$ cat config.mk
export PLATFORM = sky130hd
export DESIGN_NAME = audio_play_feeder_flat
export DESIGN_NICKNAME = d
export VERILOG_FILES = /design/src/rtl/audio_play_feeder_if.sv /design/src/rtl/audio_play_feeder.sv /design/src/flat_wrapper.sv
export SDC_FILE = /design/constraint.sdc
export NUM_CORES = 1
export LEC_CHECK = 0
export BUFFER_PORTS_ARGS = -buffer_cell sky130_fd_sc_hd__buf_2
export CAP_MARGIN = 20
export CORE_MARGIN = 10
export CORE_UTILIZATION = 30
export CTS_CLUSTER_DIAMETER = 200
export DETAILED_ROUTE_END_ITERATION = 6
export GPL_TIMING_DRIVEN = 0
export PLACE_DENSITY = 0.48
export SLEW_MARGIN = 20
export SYNTH_ARGS = -nofsm -noshare
export SYNTH_HDL_FRONTEND = slang
export SYNTH_SLANG_ARGS = --single-unit
export TNS_END_PERCENT = 5
$ cat constraint.sdc
create_clock -name AC_BCLK -period 3.39 [get_ports AC_BCLK]
set_input_delay 0.5085 -clock AC_BCLK [delete_from_list [all_inputs] [get_ports AC_BCLK]]
set_output_delay 0.5085 -clock AC_BCLK [all_outputs]
set_load 0.005 [all_outputs]
$ cat src/rtl/audio_play_feeder_if.sv
// Write-side and transmitter-side signals of the stereo playback feeder.
// The master drives PCM words and transmitter timing; the slave is the feeder itself.
interface audio_play_feeder_if #(
    parameter int AW = 6
);
    logic          AC_LRC;
    logic          tx_done;
    logic          wr_en;
    logic [15:0]   wr_data;
    logic          full;
    logic [AW:0]   level;
    logic [3:0]    vol_shift;
    logic [15:0]   dac_data;
    logic          playing;
    logic          underrun;
    logic          overflow;
    logic          clr_flags;

    modport master (
        output AC_LRC, tx_done, wr_en, wr_data, vol_shift, clr_flags,
        input  full, level, dac_data, playing, underrun, overflow
    );

    modport slave (
        input  AC_LRC, tx_done, wr_en, wr_data, vol_shift, clr_flags,
        output full, level, dac_data, playing, underrun, overflow
    );
endinterface

$ cat src/rtl/audio_play_feeder.sv
// Stereo sample FIFO feeding the codec transmitter; dac_data lands one cycle after tx_done.
// Writes while full are dropped and flagged; starvation at a pair boundary inserts silence and refills.
module audio_play_feeder #(
    parameter int DEPTH   = 64,
    parameter int AW      = 6,
    parameter int PREFILL = 8
) (
    input  logic              AC_BCLK,
    input  logic              reset,
    audio_play_feeder_if.slave bus
);

    typedef enum logic [1:0] {FILL, ALIGN, PLAY} state_t;

    localparam logic [AW:0] FULL_LVL    = (AW+1)'(DEPTH);
    localparam logic [AW:0] PREFILL_LVL = (AW+1)'(PREFILL);
    localparam logic [AW:0] PAIR_LVL    = (AW+1)'(2);

    state_t        state;
    state_t        state_nxt;
    logic [15:0]   mem [DEPTH];
    logic [AW-1:0] wr_ptr;
    logic [AW-1:0] rd_ptr;
    logic [AW:0]   level;
    logic          tx_done_q;
    logic          tx_pulse;
    logic          pop;
    logic          push;
    logic          full;
    logic          zero_out;
    logic          underrun_set;
    logic          overflow_set;
    logic [15:0]   rd_word;
    logic [15:0]   scaled;
    logic [15:0]   dac_data;
    logic          underrun;
    logic          overflow;

    // Only the first cycle of a tx_done pulse counts.
    assign tx_pulse     = bus.tx_done & ~tx_done_q;
    assign full         = (level == FULL_LVL);
    // A pop frees a slot in the same cycle, so a write while full is still accepted then.
    assign push         = bus.wr_en & (~full | pop);
    assign overflow_set = bus.wr_en & full & ~pop;
    assign rd_word      = mem[rd_ptr];
    assign scaled       = $signed(rd_word) >>> bus.vol_shift;

    always_ff @(posedge AC_BCLK) begin
        if (reset) begin
            state <= FILL;
        end else begin
            state <= state_nxt;
        end
    end

    always_comb begin
        state_nxt    = state;
        pop          = 1'b0;
        zero_out     = 1'b0;
        underrun_set = 1'b0;
        case (state)
            FILL: begin
                zero_out = tx_pulse;
                if (level >= PREFILL_LVL) begin
                    state_nxt = ALIGN;
                end
            end
            ALIGN: begin
                // Start only at a pair boundary so the first word lands in the left slot.
                if (tx_pulse && bus.AC_LRC) begin
                    pop       = 1'b1;
                    state_nxt = PLAY;
                end
            end
            PLAY: begin
                if (tx_pulse) begin
                    if (!bus.AC_LRC || level >= PAIR_LVL) begin
                        pop = 1'b1;
                    end else begin
                        zero_out     = 1'b1;
                        underrun_set = 1'b1;
                        state_nxt    = FILL;
                    end
                end
            end
            default: begin
                state_nxt = FILL;
            end
        endcase
    end

    always_ff @(posedge AC_BCLK) begin
        if (push && !reset) begin
            mem[wr_ptr] <= bus.wr_data;
        end
    end

    always_ff @(posedge AC_BCLK) begin
        if (reset) begin
            tx_done_q <= 1'b0;
            wr_ptr    <= '0;
            rd_ptr    <= '0;
            level     <= '0;
            dac_data  <= '0;
            underrun  <= 1'b0;
            overflow  <= 1'b0;
        end else begin
            tx_done_q <= bus.tx_done;
            if (push) begin
                wr_ptr <= wr_ptr + 1'b1;
            end
            if (pop) begin
                rd_ptr <= rd_ptr + 1'b1;
            end
            case ({push, pop})
                2'b10:   level <= level + 1'b1;
                2'b01:   level <= level - 1'b1;
                default: level <= level;
            endcase
            if (pop) begin
                dac_data <= scaled;
            end else if (zero_out) begin
                dac_data <= '0;
            end
            // Clear beats a same-cycle set.
            underrun <= bus.clr_flags ? 1'b0 : (underrun | underrun_set);
            overflow <= bus.clr_flags ? 1'b0 : (overflow | overflow_set);
        end
    end

    assign bus.full     = full;
    assign bus.level    = level;
    assign bus.dac_data = dac_data;
    assign bus.playing  = (state == PLAY);
    assign bus.underrun = underrun;
    assign bus.overflow = overflow;

endmodule

$ cat src/flat_wrapper.sv
// flat-port wrapper written by rule: the top's interface ports become plain ports
module audio_play_feeder_flat 
#(
    parameter int DEPTH   = 64,
    parameter int AW      = 6,
    parameter int PREFILL = 8
)
  (AC_BCLK, reset, bus_AC_LRC, bus_tx_done, bus_wr_en, bus_wr_data, bus_vol_shift, bus_clr_flags, bus_full, bus_level, bus_dac_data, bus_playing, bus_underrun, bus_overflow);
  audio_play_feeder_if #(.AW(AW)) bus_i ();
  input  logic AC_BCLK;
  input  logic reset;
  input wire logic [$bits(bus_i.AC_LRC)-1:0] bus_AC_LRC;
  input wire logic [$bits(bus_i.tx_done)-1:0] bus_tx_done;
  input wire logic [$bits(bus_i.wr_en)-1:0] bus_wr_en;
  input wire logic [$bits(bus_i.wr_data)-1:0] bus_wr_data;
  input wire logic [$bits(bus_i.vol_shift)-1:0] bus_vol_shift;
  input wire logic [$bits(bus_i.clr_flags)-1:0] bus_clr_flags;
  output wire logic [$bits(bus_i.full)-1:0] bus_full;
  output wire logic [$bits(bus_i.level)-1:0] bus_level;
  output wire logic [$bits(bus_i.dac_data)-1:0] bus_dac_data;
  output wire logic [$bits(bus_i.playing)-1:0] bus_playing;
  output wire logic [$bits(bus_i.underrun)-1:0] bus_underrun;
  output wire logic [$bits(bus_i.overflow)-1:0] bus_overflow;
  assign bus_i.AC_LRC = bus_AC_LRC;
  assign bus_i.tx_done = bus_tx_done;
  assign bus_i.wr_en = bus_wr_en;
  assign bus_i.wr_data = bus_wr_data;
  assign bus_i.vol_shift = bus_vol_shift;
  assign bus_i.clr_flags = bus_clr_flags;
  assign bus_full = bus_i.full;
  assign bus_level = bus_i.level;
  assign bus_dac_data = bus_i.dac_data;
  assign bus_playing = bus_i.playing;
  assign bus_underrun = bus_i.underrun;
  assign bus_overflow = bus_i.overflow;
  audio_play_feeder #(.DEPTH(DEPTH), .AW(AW), .PREFILL(PREFILL)) u_core (.AC_BCLK(AC_BCLK), .reset(reset), .bus(bus_i));
endmodule
# Yosys cells after proc, flatten, opt, wreduce, memory -nomap -nowiden
# Memories as Yosys holds them, arrays and structs flattened. A register that Yosys moved wholly into a read port is not among the register bits.
# Cells that the tools add are included.
# W data, S select, Z words.
# word_totals
reg_bits	40
ramBits	1024
inputBits	26
output_inout_bits	27
mem_count	1
wordCells	65
# mem_list
memory	depth	word_bits	read_ports	rd_ports_with_merged_regs	wr	line_no	source
u_core.mem	64	16	1	1	1	audio_play_feeder.sv:21	logic [15:0] mem [DEPTH];
# op_classes
n_shift	1
addsub	4
eq_ne	9
n_mux	20
reduce_logical	10
n_lt_le_gt_ge	2
bitwise	10
# ops
cell	count
$mux W16	2
$sshr A16 B4 Y16	1
$pmux W7 S2	1
$add A6 B1 Y6 const B	2
$mux W6	2
$mux W1	8
$mux W2	4
$add A7 B1 Y7 const B	1
$eq A7 B7 Y1 const B	1
$ge A7 B2 Y1 const B	1
$ge A7 B4 Y1 const B	1
$sub A7 B1 Y7 const B	1
$ne A2 B1 Y1 const B	3
$pmux W2 S3	1
$and A1 B1 Y1	4
$eq A2 B1 Y1 const B	2
$eq A2 B2 Y1 const B	2
$pmux W1 S2	2
$reduce_and A4 Y1	1
$reduce_bool A2 Y1	2
$not A1 Y1	3
$or A1 B1 Y1	3
$logic_and A1 B1 Y1	2
$logic_not A1 Y1	2
other kinds (4)	4

# Longest topological paths before layout
# Gate-level depths: netlist (run 1).
# logic_depth
ltp_word	10
depth_mapped	16
mapped_depth_nobuf	16

# Least setup slack after synthesis (run 1)
# No wires, ideal clock.
# synth_timing
path_type	reg-to-reg
startpoint	register u_core.state[0]
endpoint	memory u_core.mem[58][0], enable pin
path_stages_with_launch	10
setup_ns	0.389
arrival_time_ns	2.874
slack_ns	0.128
path_cell_list	dfxtp_1 -> inv_1 -> ha_1 -> inv_1 -> a31oi_1 -> o211ai_1 -> a21boi_1 -> nor3b_1 -> nand3b_1 -> nor2_1
# synth_between
elab_chain_len	7
word_cells_on_any_way	8
# synth_rtl
item	line_no	source
start, declared	audio_play_feeder.sv:19	state_t state;
start signal, assigned	audio_play_feeder.sv:52	state <= state_nxt;
$eq A2 B2 Y1	--	
via bus_playing	flat_wrapper.sv:21	output wire logic [$bits(bus_i.playing)-1:0] bus_playing;
$pmux W1 S2	audio_play_feeder.sv:61	case (state)
$or A1 B1 Y1	audio_play_feeder.sv:43	assign push = bus.wr_en & (~full | pop);
$and A1 B1 Y1	audio_play_feeder.sv:43	
$logic_and A1 B1 Y1	audio_play_feeder.sv:93	if (push && !reset) begin
$mux W1	audio_play_feeder.sv:93	
$mux W1 (implied by the code)	audio_play_feeder.sv:94	mem[wr_ptr] <= bus.wr_data;
end, declared	audio_play_feeder.sv:21	
# The timed path passes the listed nets, and every way through them passes these cells.

==> summary.txt, run 1 <==
Global route
  – Largest net degree at the start of global routing: 65
  – Gr ovfl total: 0
  – Vias in the first global route: 24,259
  – Initial antenna violation count: 12
  – Global Route Usage Sum: 19.30%
  – Global-route wire length before repair: 209.1 mm

Setup path
  – CP endpoint kind: flop
  – CP max FO: 10
  – Slack of the worst reg-to-reg path: -160 ps
  – CP Class: flop to flop
  – Startpoint types: flop
  – Worst EP required: 4000 ps
  – Worst EP arrival: roughly 4200 ps
  – Critical R2R Capture: u_core.bus.dac_data[0]
  – Worst R2R Path Depth: 14

Timing
  – Final setup vio count: 101
  – Fmax: 281.7 MHz
  – Slew headroom: 25.08%
  – Final slew viol count: 0
  – Final worst-path setup slack: -159.3 ps
  – Worst-Margin Slew: about 1100 ps
  – Clk_skew: 41.47 ps
  – RSZ-0062 raised after global routing: yes
  – Fin. Hold Viols: 0
  – Tcrit/Tclk final: 104.7%
  – Min cycle time layout: 3549 ps

Logic synthesis
  – Ys flop type: edfxtp_1
  – Post-synth EDFFs: 1,024
  – Post-Syn Instances: approximately 2,200
  – Post-synthesis async set-or-reset flop share: 0%
  – Largest area contributor in the netlist: edfxtp_1
  – Post-synth top cells: 1,024 x edfxtp_1, 236 x mux4_2, 131 x nor2_1
  – Count leader, synth: edfxtp_1
  – Synth warnings: 0
  – Sequential area share after synthesis: 74.75%
  – Ranking of synthesized cells by area: edfxtp_1 73%, mux4_2 13%, mux2i_1 2.4%
  – Post-Syn Nets: 2,196
  – Synth Area per Inst: about 20 um2
  – Synth cell types: 71
  – Synth Register Bits: roughly 1,100
  – Top-area cell type share of the netlist area: about 73%
  – Mapped Area: 42,370 um2

Clocking
  – Clock-pin slew on the worst setup and hold paths: 60 ps
  – CTS max path bufs: 3
  – CTS tree: built
  – Clk sink count: between 1,000 and 1,500
  – CTS Buf Count: 116
  – Root Driver: clkbuf_16
  – Worst-Skew Late Latency: 730 ps
  – Number of H-tree levels: 3

Detailed routing
  – Drt initial violations: 3,421
  – Drt pass-1 iters: 5
  – Post-route DRC: 0
  – Via count: 24,600
  – DRT antenna net count: 0
  – Drt total wl: 155.2 mm
  – WL per Instance: ~35 um
  – Vias per cell: 5.489

Final layout
  – Area of the multi-input gates: 11,150 um2
  – Final core occ: about two fifths
  – Nets: 2,547
  – Register area: 31,670 um2
  – Fillers: 12,637
  – Share of cells above drive strength 1: 35.32%
  – Area Overhead vs Synth: 26.44%

Floorplanning
  – Die X: approximately 400 um
  – Die area: ~160,000 um2
  – FP Rows: around 140
  – Starting Density: 30.29%
  – Core Area: ~140,000 um2
  – IO Count: 53
  – Die H: 395.8 um

Power and ir drop
  – Worst VDD drop: 0.3872 mV
  – Design Power: around 27 mW
  – PwrDens: approximately 510 nW/um2
  – Lkg Pwr: 16.72 nW

Place
  – I/O Buffers: 48
  – Dpl hpwl: 99.85 mm
  – RePlAce Congestion: 0.9276

Worst hold path
  – Hold Path End: u_core.tx_done_q
  – Min-delay src: bus_tx_done
  – Worst hold path depth: 2
  – Hold WC Path Type: primary input to flop

Status
  – Status: finished with violations
  – Failing checks: negative setup slack

Flow run
  – Max cap viols: 0
## worst max-delay path, stage by stage, from the launching register on
cell and delay (ps):
dfxtp_2 340, buf_8 150, buf_12 180, buf_12 140
buf_16 140, buf_16 190, buf_16 170, buf_6 280
nand2_1 90, a31oi_1 610, a21o_1 340, mux2i_1 150
mux2i_2 280, o21ai_0 120, o211ai_1 190
## report_power, final
group          switching (mW)  total [mW]  internal [mW]
Combinational           0.417       0.551          0.134
Clock                    5.32        12.3           6.99
Sequential             0.0115        14.5           14.5
Total                    5.75        27.4           21.6
## stage by stage
stage	cell area [um2]	hold slack (ps)	std cells	setup WS, ps	TNS (ps)
finish	53570	64.09	4482	-159.3	-4435
global route	53560	66.26	4478	-203.4	-25600
CTS	53120	18.54	4442	-141.0	-1697
detailed placement	46580	440.4	4126	-2180	-1488950
global placement	44960	437.5	4082	-2784	-2263750
floorplan	42370	448.7	2158	127.5	0
## cell type report
| type | instances | area share [%] |
|---|---|---|
| sequential | 1070 | 59.12 |
| multi-input combinational | 948 | 20.81 |
| timing repair buffer | 238 | 5.650 |
| clock buffer | 138 | 5.612 |
| tap | 1876 | 4.382 |
| buffer | 115 | 3.029 |
| clock inverter | 73 | 1.219 |
| inverter | 20 | 0.1588 |
| antenna | 4 | 0.01868 |
## how the worst max path moves through the flow
| stage | from | to | slack [ps] | depth (start not counted) |
|---|---|---|---|---|
| after detailed placement | flop | u_core.bus.dac_data[0] | -2180 | 12 |
| after global placement | flop | u_core.bus.dac_data[0] | -2780 | 12 |
| after global routing | flop | u_core.bus.dac_data[0] | -200 | 14 |
| after CTS | u_core.bus.level[3] | u_core.bus.level[6] | -140 | 13 |
| final | flop | u_core.bus.dac_data[0] | -160 | 14 |
| after floorplan | u_core.state[0] | u_core.mem[58][0] | 130 | 9 |
## metal layers
metal / GRT usage (%) / vias up / wire (um) / share of wire, %
met1: 26.09 / 13341 / 63940 / 41
li1: - / 9631 / - / -
met5: 0 / - / 28 / 0.018
met4: 8.974 / 6 / 8035 / 5.2
met3: 4.039 / 339 / 12770 / 8.2
met2: 29.68 / 1283 / 70460 / 45
## layout by cell type (no fill, tap or decap), drive strengths merged, types with 7 or more instances in the layout
| master | count |
|---|---|
| nand2 | 84 |
| xor2 | 10 |
| nor3 | 30 |
| clkbuf | 169 |
| o221ai | 10 |
| mux4 | 240 |
| nor2 | 131 |
| a21oi | 47 |
| nand2b | 11 |
| a211oi | 8 |
| inv | 21 |
| and2 | 8 |
| nand3 | 30 |
| clkinv | 58 |
| o211ai | 14 |
| a31oi | 14 |
| dfxtp | 46 |
| nor2b | 18 |
| a22oi | 22 |
| or3 | 8 |
| ha | 11 |
| bufinv | 9 |
| o21ai | 26 |
| mux2i | 100 |
| buf | 321 |
| mux2 | 7 |
| o22ai | 23 |
| edfxtp | 1024 |
## registers in the layout, indices dropped and copies added, names as in the netlist, 2 cells and up, named ones only
| name | count |
|---|---|
| u_core.bus.dac_data | 16 |
| u_core.mem | 1024 |
| u_core.wr_ptr | 6 |
| u_core.state | 2 |
| u_core.bus.level | 7 |
| u_core.rd_ptr | 6 |
## cell families after synthesis
logic type      after synthesis  synth area share (%)
mux                         347                 15.34
xor+xnor                     14                0.2894
fa+ha+maj                    12                0.3721
compound gates              222                 3.618
buf+inv                     140                 1.825
simple gates                353                 3.807
flops                      1070                 74.75
## repair_timing
item / CTS / global route
cloned: 1 / 0
endpoints found under the hold margin: 2 / 0
buffers inserted: 108 / 36
endpoints found under the setup margin: 1043 / 738
hold buffers: 1 / 0
pin swaps: 59 / 18
resized for setup: 400 / 12
Note: power is estimated with default switching activity, not from simulation.
==> run 2, diff against run 1 <==
--- a/config.mk
+++ b/config.mk
@@ -13,6 +13,7 @@
 export DETAILED_ROUTE_END_ITERATION = 6
 export GPL_TIMING_DRIVEN = 0
 export PLACE_DENSITY = 0.48
+export SKIP_CTS_REPAIR_TIMING = 1
 export SLEW_MARGIN = 20
 export SYNTH_ARGS = -nofsm -noshare
 export SYNTH_HDL_FRONTEND = slang
==> constraint.sdc (replaced) <==
create_clock -name AC_BCLK -period 3.39 [get_ports AC_BCLK]
set_input_delay 0.8475 -clock AC_BCLK [delete_from_list [all_inputs] [get_ports AC_BCLK]]
set_output_delay 0.8475 -clock AC_BCLK [all_outputs]
set_load 0.005 [all_outputs]
==> run 2 against run 1 <==
  * The flow still finishes with violations (negative setup slack)
  * Sequential power barely moved
  * Cell count up 0.25%
  * Non-clock buffer count increased by 15
  * Clock skew grew 2.5 ps
  * Design area increased by 0.78%
  * Count of clock-buffer cells in the layout stayed put
  * Fmax down 0.95%
  * Critical endpoint is now u_core.mem[29][8]
==> summary.txt, run 2 (synthesis gave the netlist of run 1 again) <==
Floorplanning
  – Die area: 156,700 um2 (unchanged)
  – Die H: 395.8 um (unchanged)
  – Die X: 395.8 um (unchanged)
  – FP Rows: 137 (unchanged)
  – Core Area: 139,900 um2 (unchanged)
  – IO Count: 53 (unchanged)
  – Starting Density: 30.29% (unchanged)

Final layout
  – Ant diodes: 0 (-4)
  – Biggest register: u_core.mem
  – Most frequent cells in the layout: 1,024 x edfxtp_1, 236 x mux4_2, 134 x buf_4
  – Final core occ: 38.60% (+0.30 points)
  – Commonest non-fill, non-tap cell in the layout: edfxtp_1
  – Finished Layout Cells: 4,493 (+0.25%)
  – Largest registers: u_core.mem: 1024 flops, u_core.bus.dac_data: 16 flops, u_core.bus.level: 7 flops
  – Max FFs per register: 1,024 (unchanged)
  – Area Overhead vs Synth: 27.43%
  – Share of cells above drive strength 1: 36.95% (+1.6 points)
  – Nets: 2,562 (+0.59%)

Detailed routing
  – Drt initial violations: 3,427 (+0.18%)
  – Drt pass-1 iters: 6 (+1)
  – Vias per cell: 5.488 (about the same)
  – Via count: 24,657 (+0.23%)
  – Drt total wl: 155.9 mm (+0.40%)
  – DRT antenna net count: 0 (unchanged)
  – WL per Instance: 34.69 um (+0.15%)
  – Post-route DRC: 0 (unchanged)

Timing
  – Tcrit/Tclk final: 105.7% (+1.0 points)
  – Slew headroom: 24.98% (-0.096 points)
  – Fin. Hold Viols: 0 (unchanged)
  – Min cycle time layout: 3583 ps (+34.07 ps)
  – Final setup vio count: 278 (+180%)
  – Worst-Margin Slew: 1125 ps (+1.441 ps)
  – Fmax: 279.1 MHz (-0.95%)
  – Final worst-path setup slack: -193.3 ps (-34.07 ps)
  – Final slew viol count: 0 (unchanged)
  – Clk_skew: 43.95 ps (+2.473 ps)
  – RSZ-0062 raised after global routing: yes

Worst hold path
  – Hold WC Path Type: primary input to flop
  – Worst hold path depth: 2 (unchanged)

Clocking
  – Clock-pin slew on the worst setup and hold paths: 60 ps (about the same)
  – Number of H-tree levels: 3 (unchanged)
  – Clk sink count: 1,070 (unchanged)
  – CTS tree: built
  – Root Driver: clkbuf_16
  – CTS Buf Count: 116 (unchanged)
  – Worst-Skew Late Latency: 730 ps (about the same)
  – CTS max path bufs: 3 (unchanged)

Place
  – Placed Cells: 4,126 (unchanged)
  – Dpl hpwl: 99.85 mm (unchanged)
  – I/O Buffers: 48 (unchanged)
  – RePlAce Congestion: 0.9276 (unchanged)
  – Worst slack at placement: -2190 ps (-9.340 ps)

Global route
  – Met3 usage: 3.724% (-0.32 points)
  – M2 GR Usage: 28.66% (-1.0 points)
  – Initial antenna violation count: 6 (-6)
  – Global Route Usage Sum: 18.96% (-0.33 points)
  – Vias in the first global route: 23,456 (-3.3%)
  – Largest net degree at the start of global routing: 65 (unchanged)
  – Gr ovfl total: 0 (unchanged)
  – Grt peak-use layer: met2
  – Met1 usage: 26.15% (+0.054 points)
  – Global-route wire length before repair: 205.1 mm (-1.9%)

Setup path
  – CP endpoint kind: flop
  – Worst EP arrival: 3990 ps (-170 ps)
  – Worst R2R Path Depth: 13 (-1)
  – CP Class: flop to flop
  – CP max FO: 14 (+4)
  – Worst EP required: 3790 ps (-210 ps)
  – Startpoint types: flop

Power and ir drop
  – Worst VDD drop: 0.3886 mV (+0.36%)
  – Lkg Pwr: 16.88 nW (+0.92%)
  – PwrDens: 507.4 nW/um2 (-0.70%)

Status
  – Failing checks: negative setup slack
  – Status: finished with violations

Flow run
  – Max cap viols: 0 (unchanged)
run 2: changes by cell type in the layout (fill, tap and decap cells not counted), moves of 5 or more:
cell	previous run	this run
mux2i_1	77	66
a21oi_1	35	28
buf_4	127	134
a21oi_2	8	14
mux2i_2	13	19
mux2i_4	10	15
run 2: final timing paths:
check                     startpoint                       to  slack (ps)
max                  u_core.state[0]        u_core.mem[29][8]        -190
min                    bus_clr_flags      u_core.bus.underrun         330
min reg2reg  u_core.bus.dac_data[11]  u_core.bus.dac_data[11]         450
max reg2reg          u_core.state[0]        u_core.mem[29][8]        -190
run 2: metrics by stage:
| step | instance area, um2 | hold slack [ps] | power (mW) | setup TNS, ps |
|---|---|---|---|---|
| 6_report | 53990 | 334.5 | 27.39 | -22000 |
| 5_1_grt | 53990 | 314.2 | 28.09 | -42990 |
| 4_1_cts | 50240 | 289.7 | 27.48 | -1495700 |
| 3_5_place_dp | 46580 | 440.4 | 15.28 | -1831800 |
| 3_3_place_gp | 44960 | 437.5 | 15.24 | -2611100 |
| 2_1_floorplan | 42370 | 448.7 | 14.94 | -62250 |
run 2: final cells by class:
| cell class | count | area [um2] |
|---|---|---|
| fillers | 12568 | 85880 |
| clock inverters | 73 | 653.1 |
| multi-input cells | 948 | 11400 |
| repair buffers | 252 | 3138 |
| well taps | 1876 | 2347 |
| clock buffers | 138 | 3007 |
| flip-flops and latches | 1070 | 31670 |
| plain buffers | 116 | 1678 |
| inverters | 20 | 93.84 |
run 2: power breakdown:
part	total, mW	switching, mW	internal, mW
logic	0.554	0.423	0.131
clock network	12.3	5.34	6.99
registers	14.5	0.0117	14.5
total	27.4	5.77	21.6
run 2: critical path, stage by stage, from the launching register on:
cell,delay (ps)
dfxtp_1,340
inv_1,90
ha_1,200
inv_1,90
a31oi_1,220
o211ai_1,320
a21boi_4,420
nand2_1,120
nor2_2,360
nand3b_1,200
buf_4,260
buf_4,170
nor2_4,240
buf_12,220
run 2: routing by layer:
metal | up-vias | share of wire, %
met2 | 1401 | 45
li1 | 9662 | -
met5 | - | 0.0096
met4 | 2 | 4.5
met3 | 311 | 8.9
met1 | 13281 | 41
